===== config.mk =====
export PLATFORM = sky130hd
export DESIGN_NAME = breakout_game_ctrl
export DESIGN_NICKNAME = d
export VERILOG_FILES = /design/src/rtl/breakout_pkg.sv /design/src/rtl/breakout_game_ctrl_tick.sv /design/src/rtl/breakout_game_ctrl.sv
export SDC_FILE = /design/constraint.sdc
export NUM_CORES = 1
export LEC_CHECK = 0
export ABC_CLOCK_PERIOD_IN_PS = 6900
export CAP_MARGIN = 25
export CORE_UTILIZATION = 54
export CTS_BUF_LIST = sky130_fd_sc_hd__clkbuf_8
export CTS_CLUSTER_DIAMETER = 150
export CTS_CLUSTER_SIZE = 12
export DETAILED_ROUTE_END_ITERATION = 16
export PLACE_DENSITY = 0.77
export SLEW_MARGIN = 15
export SYNTH_ARGS = -nofsm -noshare
export SYNTH_HDL_FRONTEND = slang
export SYNTH_SLANG_ARGS = --single-unit

===== constraint.sdc =====
create_clock -name CLK_25MH -period 6.9 [get_ports CLK_25MH]
set_input_delay 1.38 -clock CLK_25MH [delete_from_list [all_inputs] [get_ports CLK_25MH]]
set_output_delay 1.38 -clock CLK_25MH [all_outputs]
set_load 0.02 [all_outputs]

===== src/rtl/breakout_pkg.sv =====
// breakout_pkg: screen/paddle/block geometry, sequencer states and block placement helpers
package breakout_pkg;
  localparam int SCREEN_W        = 640;
  localparam int SCREEN_H        = 480;
  localparam int BALL_SIZE       = 7;
  localparam int BALL_SPEED      = 2;
  localparam int PADDLE_SPEED    = 4;
  localparam int PADDLE_WIDTH    = 100;
  localparam int PADDLE_Y_TOP    = 440;
  localparam int PADDLE_MAX      = SCREEN_W - PADDLE_WIDTH;
  localparam int PADDLE_START    = 270;
  localparam int BALL_PARK_DX    = 46;
  localparam int BALL_PARK_Y     = PADDLE_Y_TOP - BALL_SIZE - 1;
  localparam int BLOCK_WIDTH     = 80;
  localparam int BLOCK_HEIGHT    = 30;
  localparam int BLOCK_SPACING_X = 40;
  localparam int ROW0_Y          = 40;
  localparam int ROW1_Y          = 90;
  localparam int NUM_BLOCKS      = 10;
  localparam int BLOCKS_PER_ROW  = 5;
  localparam int START_LIVES     = 3;
  typedef enum logic [3:0] {
    S_SERVE, S_PLAY, S_PADDLE, S_BALL, S_WALLS, S_PADDLE_HIT, S_SCAN, S_WRITE, S_LOST, S_OVER, S_WON
  } state_t;
  function automatic logic [9:0] block_x(input logic [3:0] idx);
    logic [3:0] col;
    col = idx >= 4'(BLOCKS_PER_ROW) ? idx - 4'(BLOCKS_PER_ROW) : idx;
    return 10'(BLOCK_SPACING_X) + 10'(col) * 10'(BLOCK_WIDTH + BLOCK_SPACING_X);
  endfunction
  function automatic logic [9:0] block_y(input logic [3:0] idx);
    return idx >= 4'(BLOCKS_PER_ROW) ? 10'(ROW1_Y) : 10'(ROW0_Y);
  endfunction
endpackage


===== src/rtl/breakout_game_ctrl_tick.sv =====
// frame_tick_gen: one-cycle pulse registered from the start-of-vblank counter position
// Ports: CLK_25MH/reset (sync, active-high); hor_count/ver_count from VGA timing; tick out.
module frame_tick_gen (
  input  logic       CLK_25MH,
  input  logic       reset,
  input  logic [9:0] hor_count,
  input  logic [9:0] ver_count,
  output logic       tick
);
  always_ff @(posedge CLK_25MH)
    tick <= reset ? 1'b0 : (hor_count == 10'd0 && ver_count == 10'd480);
endmodule


===== src/rtl/breakout_game_ctrl.sv =====
// breakout_game_ctrl: per-frame Breakout sequencer for paddle, ball, collisions and block-state writes
// Ports: CLK_25MH/reset (sync, active-high); hor_count/ver_count from VGA timing;
//   btn_left/btn_right/btn_launch level buttons; paddle_pos/ball_x/ball_y positions;
//   active_write_enable/active_position/active_data block-state write port; lives/game_over/game_won.
// Optional: define AUTO_SERVE_EN to serve automatically after 60 frames idle in SERVE.
module breakout_game_ctrl (
  input  logic       CLK_25MH,
  input  logic       reset,
  input  logic [9:0] hor_count,
  input  logic [9:0] ver_count,
  input  logic       btn_left,
  input  logic       btn_right,
  input  logic       btn_launch,
  output logic [9:0] paddle_pos,
  output logic [9:0] ball_x,
  output logic [9:0] ball_y,
  output logic       active_write_enable,
  output logic [5:0] active_position,
  output logic [1:0] active_data,
  output logic [1:0] lives,
  output logic       game_over,
  output logic       game_won
);
  import breakout_pkg::*;
  state_t      state, state_n;
  logic        tick, serve_now, blk_hit, pad_hit, others_dead;
  logic        dx, dy, dx_n, dy_n, over_n, won_n, we_n;
  logic [3:0]  idx, idx_n;
  logic [1:0]  hit [NUM_BLOCKS];
  logic [1:0]  hit_n [NUM_BLOCKS];
  logic [1:0]  lives_n, data_n, new_hit;
  logic [5:0]  pos_n;
  logic [9:0]  paddle_n, moved;
  // Ball coordinates carry an extra bit so a step past 0 shows up as bit 10 before the wall clamp.
  logic [10:0] bx, by, bx_n, by_n, left_p, right_p, blk_x, blk_y, pad;
  frame_tick_gen u_tick (.CLK_25MH, .reset, .hor_count, .ver_count, .tick);
`ifdef AUTO_SERVE_EN
  logic [5:0] serve_cnt;
  always_ff @(posedge CLK_25MH)
    serve_cnt <= (reset || state != S_SERVE) ? 6'd0 : serve_cnt + 6'(tick);
  assign serve_now = btn_launch || serve_cnt == 6'd59;
`else
  assign serve_now = btn_launch;
`endif
  assign ball_x  = bx[9:0];
  assign ball_y  = by[9:0];
  assign pad     = {1'b0, paddle_pos};
  assign left_p  = pad - 11'(PADDLE_SPEED);
  assign right_p = pad + 11'(PADDLE_SPEED);
  assign moved   = (btn_left && !btn_right) ? (left_p[10] ? 10'd0 : left_p[9:0]) :
                   (btn_right && !btn_left) ? (right_p > 11'(PADDLE_MAX) ? 10'(PADDLE_MAX) : right_p[9:0]) :
                   paddle_pos;
  assign blk_x   = {1'b0, block_x(idx)};
  assign blk_y   = {1'b0, block_y(idx)};
  // Inclusive bounds on both boxes so collisions agree with what the renderer draws.
  assign blk_hit = hit[idx] != 2'd3 &&
                   bx + 11'(BALL_SIZE) >= blk_x && bx <= blk_x + 11'(BLOCK_WIDTH) &&
                   by + 11'(BALL_SIZE) >= blk_y && by <= blk_y + 11'(BLOCK_HEIGHT);
  assign pad_hit = dy && by + 11'(BALL_SIZE) >= 11'(PADDLE_Y_TOP) && by + 11'(BALL_SIZE) <= 11'(PADDLE_Y_TOP + 10) &&
                   bx + 11'(BALL_SIZE) >= pad && bx <= pad + 11'(PADDLE_WIDTH);
  assign new_hit = hit[idx] + 2'd1;
  always_comb begin
    others_dead = 1'b1;
    for (int i = 0; i < NUM_BLOCKS; i++)
      if (i != int'(idx) && hit[i] != 2'd3) others_dead = 1'b0;
  end
  always_ff @(posedge CLK_25MH)
    if (reset) begin
      state               <= S_SERVE;
      paddle_pos          <= 10'(PADDLE_START);
      bx                  <= 11'(PADDLE_START + BALL_PARK_DX);
      by                  <= 11'(BALL_PARK_Y);
      dx                  <= 1'b1;
      dy                  <= 1'b0;
      idx                 <= 4'd0;
      hit                 <= '{default: 2'd0};
      lives               <= 2'(START_LIVES);
      game_over           <= 1'b0;
      game_won            <= 1'b0;
      active_write_enable <= 1'b0;
      active_position     <= 6'd0;
      active_data         <= 2'd0;
    end else begin
      state               <= state_n;
      paddle_pos          <= paddle_n;
      bx                  <= bx_n;
      by                  <= by_n;
      dx                  <= dx_n;
      dy                  <= dy_n;
      idx                 <= idx_n;
      hit                 <= hit_n;
      lives               <= lives_n;
      game_over           <= over_n;
      game_won            <= won_n;
      active_write_enable <= we_n;
      active_position     <= pos_n;
      active_data         <= data_n;
    end
  always_comb begin
    state_n  = state;
    paddle_n = paddle_pos;
    bx_n     = bx;
    by_n     = by;
    dx_n     = dx;
    dy_n     = dy;
    idx_n    = idx;
    hit_n    = hit;
    lives_n  = lives;
    over_n   = game_over;
    won_n    = game_won;
    we_n     = 1'b0;
    pos_n    = active_position;
    data_n   = active_data;
    case (state)
      S_SERVE: if (tick) begin
        paddle_n = moved;
        bx_n     = {1'b0, moved} + 11'(BALL_PARK_DX);
        by_n     = 11'(BALL_PARK_Y);
        if (serve_now) begin
          state_n = S_PLAY;
          dx_n    = 1'b1;
          dy_n    = 1'b0;
        end
      end
      S_PLAY:   state_n = tick ? S_PADDLE : S_PLAY;
      S_PADDLE: begin
        paddle_n = moved;
        state_n  = S_BALL;
      end
      S_BALL: begin
        bx_n    = dx ? bx + 11'(BALL_SPEED) : bx - 11'(BALL_SPEED);
        by_n    = dy ? by + 11'(BALL_SPEED) : by - 11'(BALL_SPEED);
        state_n = S_WALLS;
      end
      S_WALLS: begin
        if (bx[10]) begin
          bx_n = 11'd0;
          dx_n = 1'b1;
        end else if (bx + 11'(BALL_SIZE) >= 11'(SCREEN_W - 1)) begin
          bx_n = 11'(SCREEN_W - BALL_SIZE - 1);
          dx_n = 1'b0;
        end
        if (by[10]) begin
          by_n = 11'd0;
          dy_n = 1'b1;
        end
        state_n = (!by[10] && by > 11'(SCREEN_H - 1)) ? S_LOST : S_PADDLE_HIT;
      end
      S_PADDLE_HIT: begin
        if (pad_hit) begin
          dy_n = 1'b0;
          by_n = 11'(BALL_PARK_Y);
        end
        idx_n   = 4'd0;
        state_n = S_SCAN;
      end
      S_SCAN: begin
        state_n = blk_hit ? S_WRITE : idx == 4'(NUM_BLOCKS - 1) ? S_PLAY : S_SCAN;
        idx_n   = (blk_hit || idx == 4'(NUM_BLOCKS - 1)) ? idx : idx + 4'd1;
      end
      S_WRITE: begin
        hit_n[idx] = new_hit;
        dy_n       = !dy;
        we_n       = 1'b1;
        pos_n      = 6'(idx);
        data_n     = new_hit;
        won_n      = new_hit == 2'd3 && others_dead;
        state_n    = (new_hit == 2'd3 && others_dead) ? S_WON : S_PLAY;
      end
      S_LOST: begin
        lives_n = lives - 2'd1;
        if (lives == 2'd1) begin
          over_n  = 1'b1;
          state_n = S_OVER;
        end else begin
          bx_n    = pad + 11'(BALL_PARK_DX);
          by_n    = 11'(BALL_PARK_Y);
          dx_n    = 1'b1;
          dy_n    = 1'b0;
          state_n = S_SERVE;
        end
      end
      default: state_n = state;
    endcase
  end
endmodule


== Yosys cells after proc, flatten, opt, wreduce, memory -nomap -nowiden ==
Cells that the tools add are included.

* Bits in registers: 74
* Latch bits: 0
* Bits in writable memories: 0
* Memory bits (read-only): 0
* Word-level logic and storage cells: 208
* Memories kept: 0

* Add/subtract/negate cells: 18
* Multiply operators: 1
* Div/mod/pow operators: 0
* Order comparisons: 14
* Equality and inequality tests: 39
* Shifts and indexed selects: 0
* Mux-type cells: 60
* Bitwise logic cells: 1
* Reductions and logical operators: 49

{| class="wikitable"
|+ Operators by type and width
! kind !! count
|-
| two-way mux 10 bit || 8
|-
| two-way mux 11 bit || 7
|-
| case mux 11 bit (5 select lines) || 1
|-
| case mux 11 bit (4 select lines) || 1
|-
| case mux 4 bit (9 select lines) || 1
|-
| inequality test 2 bit, second input constant || 16
|-
| two-way mux 4 bit || 7
|-
| logical AND 1 bit || 24
|-
| inequality test 4 bit, first input constant || 6
|-
| adder 10 x 6 -> 11 bit, second input constant || 2
|-
| adder 10 x 7 -> 11 bit, second input constant || 2
|-
| adder 11 x 2 -> 11 bit, second input constant || 2
|-
| adder 11 x 3 -> 11 bit, second input constant || 2
|-
| greater-or-equal comparator 11 x 10 -> 1 bit || 2
|-
| less-or-equal comparator 11 bit || 2
|-
| subtractor 11 x 2 -> 11 bit, second input constant || 2
|-
| two-way mux 1 bit || 21
|-
| bitwise mux 20 bit || 1
|-
| case mux 10 bit (2 select lines) || 1
|-
| equality test 4 x 3 -> 1 bit, second input constant || 4
|-
| adder 10 x 3 -> 11 bit, second input constant || 1
|-
| greater-or-equal comparator 11 x 10 -> 1 bit, second input constant || 1
|-
| greater-or-equal comparator 11 x 7 -> 1 bit || 1
|-
| greater-or-equal comparator 11 x 9 -> 1 bit, second input constant || 1
|-
| 48 further kinds || 66
|}

== Longest topological paths before layout ==
Gate-level depths: netlist of the first run.

* Depth in word-level cells: 15
* Mapped depth: 27
* Depth with buffers taken out: 26

== By module ==
Synthesis of the first run repeated with hierarchy kept, for this count alone.

* Cells, all modules: 1027
* Area total of the unflattened synthesis: 7862.5 µm²

{| class="wikitable"
|+ Modules (own cells, without submodules)
! module !! instances !! cells each !! area each (µm²)
|-
| breakout_game_ctrl || 1 || 1017 || 7787.5
|-
| frame_tick_gen || 1 || 10 || 75.1
|}

== Worst setup path before layout of the first run ==
Ideal clock, no wire load.

* Path type: register to register
* From: reg idx[0]
* To: reg idx[2]
* Setup time: 0.116 ns
* Data arrival time: 5.911 ns
* Slack: 0.873 ns
* Stages on the path, launching flop included: 27
* Buffers on the path: 1
* Cell sequence: dfxtp_1 -> clkbuf_1 -> inv_1 -> ha_1 -> nand2b_1 -> a21oi_1 -> mux2_2 -> xnor2_1 -> ha_1 -> inv_1 -> fa_1 -> inv_1 -> ha_1 -> a21o_1 -> a21oi_1 -> xnor2_1 -> xnor2_1 -> or4_1 -> ha_1 -> nand3_1 -> nor2_1 -> nand4_1 -> o22ai_1 -> a21o_1 -> a31oi_1 -> a21oi_1 -> a31o_2

* Longest elaborated chain between the ends: 12
* Elaborated cells on any way between the ends: 28
* Classes of those cells: add/sub (5); mul (1); order compare (5); eq/ne (3); mux (7); bitwise (1); reduce/logical (6)

{| class="wikitable"
|+ RTL lines
! item !! RTL line !! text
|-
| from (decl) || breakout_game_ctrl.sv:28 || <nowiki>logic [3:0] idx, idx_n;</nowiki>
|-
| from (signal assigned) || breakout_game_ctrl.sv:90 || <nowiki>idx <= idx_n;</nowiki>
|-
| subtractor 4 x 3 -> 4 bit (tied with other cells) || breakout_pkg.sv:27 || <nowiki>col = idx >= 4'(BLOCKS_PER_ROW) ? idx - 4'(BLOCKS_PER_ROW) : idx;</nowiki>
|-
| two-way mux 4 bit / binary-select mux 2 bit (select 4 bit) (equally long branches) || breakout_pkg.sv:27, breakout_game_ctrl.sv:56 ||
|-
| multiplier 4 x 4 -> 7 bit / two-way mux 2 bit (equally long branches) || breakout_pkg.sv:28, breakout_game_ctrl.sv:56 ||
|-
| adder 6 x 10 -> 10 bit / two-way mux 2 bit (equally long branches) || breakout_pkg.sv:28, breakout_game_ctrl.sv:56 ||
|-
| adder 10 x 7 -> 11 bit (tied with other cells) || breakout_game_ctrl.sv:57 || <nowiki>bx + 11'(BALL_SIZE) >= blk_x && bx <= blk_x + 11'(BLOCK_WIDTH) &&</nowiki>
|-
| less-or-equal comparator 11 bit / logical AND 1 bit (equally long branches) || breakout_game_ctrl.sv:57, breakout_game_ctrl.sv:56 ||
|-
| logical AND 1 bit (2 in series) || breakout_game_ctrl.sv:57 ||
|-
| logical AND 1 bit || breakout_game_ctrl.sv:58 || <nowiki>by + 11'(BALL_SIZE) >= blk_y && by <= blk_y + 11'(BLOCK_HEIGHT);</nowiki>
|-
| logical OR 1 bit || breakout_game_ctrl.sv:159 || <nowiki>idx_n = (blk_hit || idx == 4'(NUM_BLOCKS - 1)) ? idx : idx + 4'd1;</nowiki>
|-
| inequality test 2 bit (no source line) || n/a ||
|-
| AND reduction 2 bit (no source line) || n/a ||
|}

Several ways; a longest one is shown, not always the timed one. The select of a mux whose other input is x is not followed.
A chain may end at the register's enable or synchronous reset.

== Final worst setup path of the first run ==
* From: reg idx[1]
* To: reg idx[2]

The elaborated chain is that of the path after synthesis.

==> run_results.csv, run 1 <==
group,metric,value,unit
outcome,outcome,"complete, no violations",
clocking,path_clk_slew,0.09,ns
detailed_routing,drt-initial-drc-count,709,
sta,relSlewSlack,12.38,%
yosys,synth.distinct_cells,88,
global_route,grtUsageMet2,45.49,%
yosys,syn_avg_cell_area,7.652,sq um
worst_setup_path,critical_path.top_delay_family,"compound AO/OA/AOI/OAI gates",
global_route,grt_pass1_wl,33400,um
clocking,cts_repair_resize_count,0,
yosys,async_flop_share,0,%
cells_and_area,synthToLayoutAreaGrowth,9.480,%
yosys,yosys.area.top_type_share,18.93,%
die,coreArea,13930,sq um
sta,slew_viol_final,0,
detailed_routing,drc,0,
global_route,top_usage_layer,"met2",
sta,rsz0062_at_grt,"no",
placement,place_ws,0.5976,ns
sta,fin_ws,0.6556,ns
detailed_routing,via_per_inst,6.260,
power_and_ir_drop,cellPowerDensity,104.3,nW/um^2
sta,fmax,160.1,MHz
placement,placed_cell_area,8235,sq um
clocking,cts_tree,"done",
clocking,numClockSinks,73,
global_route,grt_pass1_vias,6792,
sta,period_share,90.50,%
yosys,netlist_top_cells_count,"nand2_1 (105), ha_1 (86), nor2_1 (74), dfxtp_1 (73), a21oi_1 (69)",
yosys,yosys_warnings,0,
clocking,cts_buffers,9,
power_and_ir_drop,ir_worst_vdd,0.09903,mV
worst_setup_path,worstSetupStartpointType,"register",
die,floorplan.initialDensity,55.41,%
global_route,grt_max_degree,59,
global_route,grt_usage,28.23,%
clocking,clkLatencyLatePin,0.39,ns
global_route,grt_antenna_before_repair,0,
cells_and_area,fin_util,60.66,%
placement,gp_congestion,0.9462,
yosys,synth_edf_count,0,
clocking,h-tree-depth,3,
clocking,post_cts_buffers,0,
cells_and_area,drive_above_1_share,5.103,%
worst_setup_path,path_max_fanout,13,
yosys,ys.flop_type,"dfxtp_1",
die,dieWidth,121.6,um
worst_setup_path,cp_num_buf_inv,4,
yosys,yosysMostFrequentCell,"nand2_1",
sta,min_period,6.244,ns
detailed_routing,routedWlPerCell,16.77,um
power_and_ir_drop,total_power,881.5,uW
clocking,hold_buffers,0,
worst_setup_path,critical_path_required,7.18,ns
global_route,gr-total-overflow,0,
power_and_ir_drop,p_leak,0.003383,uW
detailed_routing,dr.pass1.iters,5,
sta,finalHoldViolCount,0,
detailed_routing,antenna_left,0,
sta,setup_viol,0,
cells_and_area,insertedDiodeCount,0,
die,chipHeight,121.6,um
die,rows,43,
global_route,use_met3,4.869,%
die,dieArea,14780,sq um
job,drv_cap,0,
yosys,netlist_area,7721,sq um
cells_and_area,nNetsFinal,1131,
worst_setup_path,max_stage_delay,0.56,ns
detailed_routing,drt-total-wl,20110,um
worst_setup_path,worstSetupPathType,"reg2reg",
global_route,use_met1,38.43,%
sta,clock_skew,0.01217,ns
detailed_routing,dr_total_vias,7506,
yosys,ys_ff_latch,73,
yosys,yosysSeqAreaShare,18.93,%
clocking,cts_root_buf,"clkbuf_8",
die,ios,68,
sta,worstMarginPinSlew,1.281,ns
placement,port_buffers,64,
cells_and_area,stdcell_area,8453,sq um
placement,place_hpwl,14750,um
yosys,synthTopCellsByArea,"dfxtp_1 (19%), ha_1 (14%), nand2_1 (5.1%)",
yosys,synth_top_cell_by_area,"dfxtp_1",
sta,tns,0,ns
worst_setup_path,crit_slowest_cell,"fa_1",
min_path,hold_class,"reg2reg",
yosys,synthCells,1009,
clocking,cts.path.max_buffers,2,
worst_setup_path,cp.arrival,6.52,ns
worst_setup_path,cpMostUsedCell,"ha_1",
worst_setup_path,end_kind,"register",
==> worst min-delay path, cell delays in order, from the launching register on <==
cell and delay (ns):
dfxtp_1 0.32, nand2_1 0.05, a21oi_1 0.05
==> power by group <==
| part | internal, uW | leakage [uW] | switching, uW | total, uW |
|---|---|---|---|---|
| combinational | 36.5 | 0.00269 | 46.6 | 83.1 |
| sequential | 422 | 0.000588 | 3.85 | 426 |
| clock | 181 | 0.000107 | 191 | 373 |
| total | 640 | 0.00338 | 242 | 882 |
==> path summary, 6_finish.rpt <==
path	cells past startpoint	slack [ns]	to	from
worst max-delay path	27	0.66	idx[2]	idx[1]
worst min-delay path	2	0.46	active_data[0]	active_data[0]
worst max register to register	27	0.66	idx[2]	idx[1]
worst min register to register	2	0.46	active_data[0]	active_data[0]
==> routing by layer <==
layer,wire length [um],vias to the layer above
li1,-,3672
met2,9137,297
met3,1542,25
met5,0,-
met1,9169,3512
met4,263,0
==> cells in the final DEF, fill, tap and decap left out, types with 5 or more instances in the layout <==
master / count
fa_1: 6
nand3b_1: 5
o311ai_0: 6
a311oi_1: 12
a21oi_1: 69
o22ai_1: 5
a21o_1: 14
o21a_1: 19
nand2b_1: 12
o21bai_1: 5
nor2b_1: 17
dfxtp_1: 73
inv_1: 58
o31a_1: 5
nor4_1: 13
and2_1: 5
o211ai_1: 9
nor2_1: 74
nand2_1: 105
nor3b_1: 5
ha_1: 86
a22oi_1: 5
buf_4: 6
a31oi_1: 13
and3_1: 7
o21ai_0: 58
clkbuf_8: 10
a211oi_1: 11
clkdlybuf4s50_1: 63
xnor2_1: 38
o31ai_1: 5
mux2i_1: 16
nand3_1: 25
nand4_1: 12
xor2_1: 14
nor3_1: 33
==> sequential cells by signal, indices dropped and copies added, names as in the netlist, 2 cells and up <==
| name | count |
|---|---|
| lives | 2 |
| idx | 4 |
| active_position | 4 |
| hit | 20 |
| bx | 11 |
| paddle_pos | 10 |
| active_data | 2 |
| by | 10 |
| state | 4 |
==> per-stage QoR <==
stage | hold slack [ns] | instances
2_1_floorplan | 0.4467 | 1011
3_3_place_gp | 0.4420 | 1183
3_5_place_dp | 0.4510 | 1183
4_1_cts | 0.4657 | 1199
5_1_grt | 0.4954 | 1199
6_report | 0.4602 | 1199
==> cells by family (layout without fill, tap and decap cells) <==
kind of cell,count (synthesis),count (layout),share of synthesized area (%)
flip-flops,73,73,18.93
XOR/XNOR,52,52,5.899
AND/OR/NAND/NOR,340,340,21.93
adder cells (fa/ha/maj),92,92,15.49
other,1,3,0.04857
buffers and inverters,137,145,8.038
multiplexers,23,23,3.727
AO/OA/AOI/OAI,291,291,25.94
==> area by class of cell <==
cell class / count / area (sq um)
sequential: 73 / 1461
clock buffer: 10 / 137.6
timing repair buffer: 70 / 680.7
inverter: 59 / 221.5
clock inverter: 6 / 73.82
fill: 1282 / 5482
multi-input combinational: 801 / 5653
tap: 180 / 225.2
Power figures use the tool's default switching activity.
==> run 2: changes to the inputs <==
CTS_BUF_LIST = unset   (was sky130_fd_sc_hd__clkbuf_8)
==> run 2 against run 1 <==
Effect of this change:
- register-to-register slack better by 0.02 ns
- clock power is 35% higher
- final cell count stayed put
- combinational power hardly changed
- non-clock buffer count stayed put
- count of clock-buffer cells in the layout stayed put
- worst hold slack worse by 0.0035 ns
- clock skew is 0.0025 ns lower
- sequential power hardly changed
- largest cell class unchanged
- largest power group is now the clock network
- highest routed layer unchanged
==> run_results.csv, run 2 (same netlist as run 1, synthesis figures left out) <==
group,metric,value,unit
power_and_ir_drop,total_power,1011,uW
placement,place_hpwl,14750,um
sta,period_share,90.26,%
job,drv_cap,0,
worst_setup_path,rrSetupSlack,0.67,ns
clocking,cts_buffers,9,
sta,min_period,6.228,ns
global_route,grt_usage,28.42,%
detailed_routing,drt-initial-drc-count,702,
clocking,clkLatencyLatePin,0.35,ns
clocking,cts.path.max_buffers,2,
detailed_routing,dr.pass1.iters,5,
min_path,hold_class,"reg2reg",
worst_setup_path,worstSetupPathType,"reg2reg",
die,ios,68,
cells_and_area,insertedDiodeCount,0,
clocking,hold_buffers,0,
sta,clock_skew,0.009662,ns
global_route,grt_antenna_before_repair,0,
clocking,numClockSinks,73,
cells_and_area,largest_reg_flops,20,
worst_setup_path,cp.arrival,6.47,ns
cells_and_area,max_flop_register,"hit",
detailed_routing,drc,0,
die,chipHeight,121.6,um
cells_and_area,multi_input_comb_area,5653,sq um
worst_setup_path,critical_path_required,7.14,ns
clocking,cts_tree,"done",
clocking,cts_root_buf,"clkbuf_16",
cells_and_area,nNetsFinal,1131,
sta,finalHoldViolCount,0,
placement,placed_cell_area,8235,sq um
cells_and_area,stdcell_area,8554,sq um
die,floorplan.initialDensity,55.41,%
worst_setup_path,worstSetupStartpointType,"register",
sta,tns,0,ns
outcome,outcome,"complete, no violations",
placement,gp_congestion,0.9462,
cells_and_area,synthToLayoutAreaGrowth,10.79,%
cells_and_area,fill_cells,1260,
sta,slew_viol_final,0,
power_and_ir_drop,ir_worst_vdd,0.1078,mV
global_route,gr-total-overflow,0,
detailed_routing,antenna_left,0,
sta,whs,0.4567,ns
die,dieArea,14780,sq um
worst_setup_path,path_max_fanout,13,
global_route,grt_pass1_vias,6859,
clocking,h-tree-depth,3,
cells_and_area,regArea,1461,sq um
worst_setup_path,end_kind,"register",
global_route,grt_max_degree,59,
clocking,path_clk_slew,0.06,ns
sta,worstMarginPinSlew,1.216,ns
sta,rsz0062_at_grt,"no",
detailed_routing,dr_total_vias,7521,
cells_and_area,final_cell_mix,"nand2_1 (105), ha_1 (86), nor2_1 (74), dfxtp_1 (73), a21oi_1 (69)",
placement,port_buffers,64,
clocking,post_cts_buffers,0,
power_and_ir_drop,p_leak,0.003429,uW
sta,fmax,160.6,MHz
global_route,grt_pass1_wl,33580,um
cells_and_area,drive_above_1_share,5.103,%
die,dieWidth,121.6,um
sta,setup_viol,0,
detailed_routing,via_per_inst,6.273,
sta,relSlewSlack,16.85,%
detailed_routing,routedWlPerCell,16.85,um
cells_and_area,top_regs,"hit (20), bx (11)",
detailed_routing,drt-total-wl,20210,um
die,rows,43,
power_and_ir_drop,cellPowerDensity,118.2,nW/um^2
die,coreArea,13930,sq um
cells_and_area,final_common_cell,"nand2_1",
run 2: worst paths after layout:
path                    endpoint  depth (start not counted)            from
setup / recovery          idx[2]                         27          idx[1]
hold reg to reg   active_data[0]                          2  active_data[0]
setup reg to reg          idx[2]                         27          idx[1]
hold / removal    active_data[0]                          2  active_data[0]
run 2: layer usage:
layer / global-route usage (%) / vias up / wire length (um)
met5: 0 / - / 0
met4: 7.948 / 0 / 279
met3: 5.665 / 28 / 1557
met2: 45.77 / 314 / 9146
met1: 38.37 / 3507 / 9222
li1: - / 3672 / -
run 2: through the flow:
| step | util, % | setup slack, ns | std cells |
|---|---|---|---|
| global placement | 59.10 | 0.7453 | 1183 |
| CTS | 61.35 | 0.5491 | 1199 |
| finish | 61.39 | 0.6718 | 1199 |
| global route | 61.39 | 0.1773 | 1199 |
| detailed placement | 59.10 | 0.5976 | 1183 |
| floorplan | - | 0.8729 | 1011 |
run 2: area by class of cell:
type                            count  area share (%)
Multi-Input combinational cell    801           66.08
Sequential cell                    73           17.08
Timing Repair Buffer               70           7.957
Clock buffer                       10           2.794
Tap cell                          180           2.633
Inverter                           59           2.589
Clock inverter                      6          0.8630
run 2: critical path, stage by stage, from the launching register on:
cell      delay, ns
dfxtp_1        0.31
buf_4          0.20
inv_1          0.13
ha_1           0.35
nand2b_1       0.22
a21oi_1        0.34
mux2_2         0.48
xnor2_1        0.15
ha_1           0.31
inv_1          0.06
fa_1           0.56
inv_1          0.06
ha_1           0.28
a21o_1         0.16
a21oi_1        0.16
xnor2_1        0.20
nand2_1        0.11
xnor2_1        0.26
xor2_1         0.11
ha_1           0.30
a21boi_0       0.19
o21ai_0        0.11
nand2b_1       0.11
o22ai_1        0.09
a21o_1         0.18
a31oi_2        0.33
a21oi_1        0.12
a31o_2         0.22
run 2: power breakdown:
part | leakage [uW] | internal (uW) | total, uW | switching, uW
clock | 0.000154 | 295 | 502 | 207
sequential | 0.000588 | 422 | 426 | 3.82
combinational | 0.00269 | 36.5 | 83.0 | 46.5
total | 0.00343 | 753 | 1010 | 258
run 2: repair_timing:
item,4_1_cts,5_1_grt
endpoints found under the setup margin,0,1
resized for setup,0,1
endpoints found under the hold margin,0,0
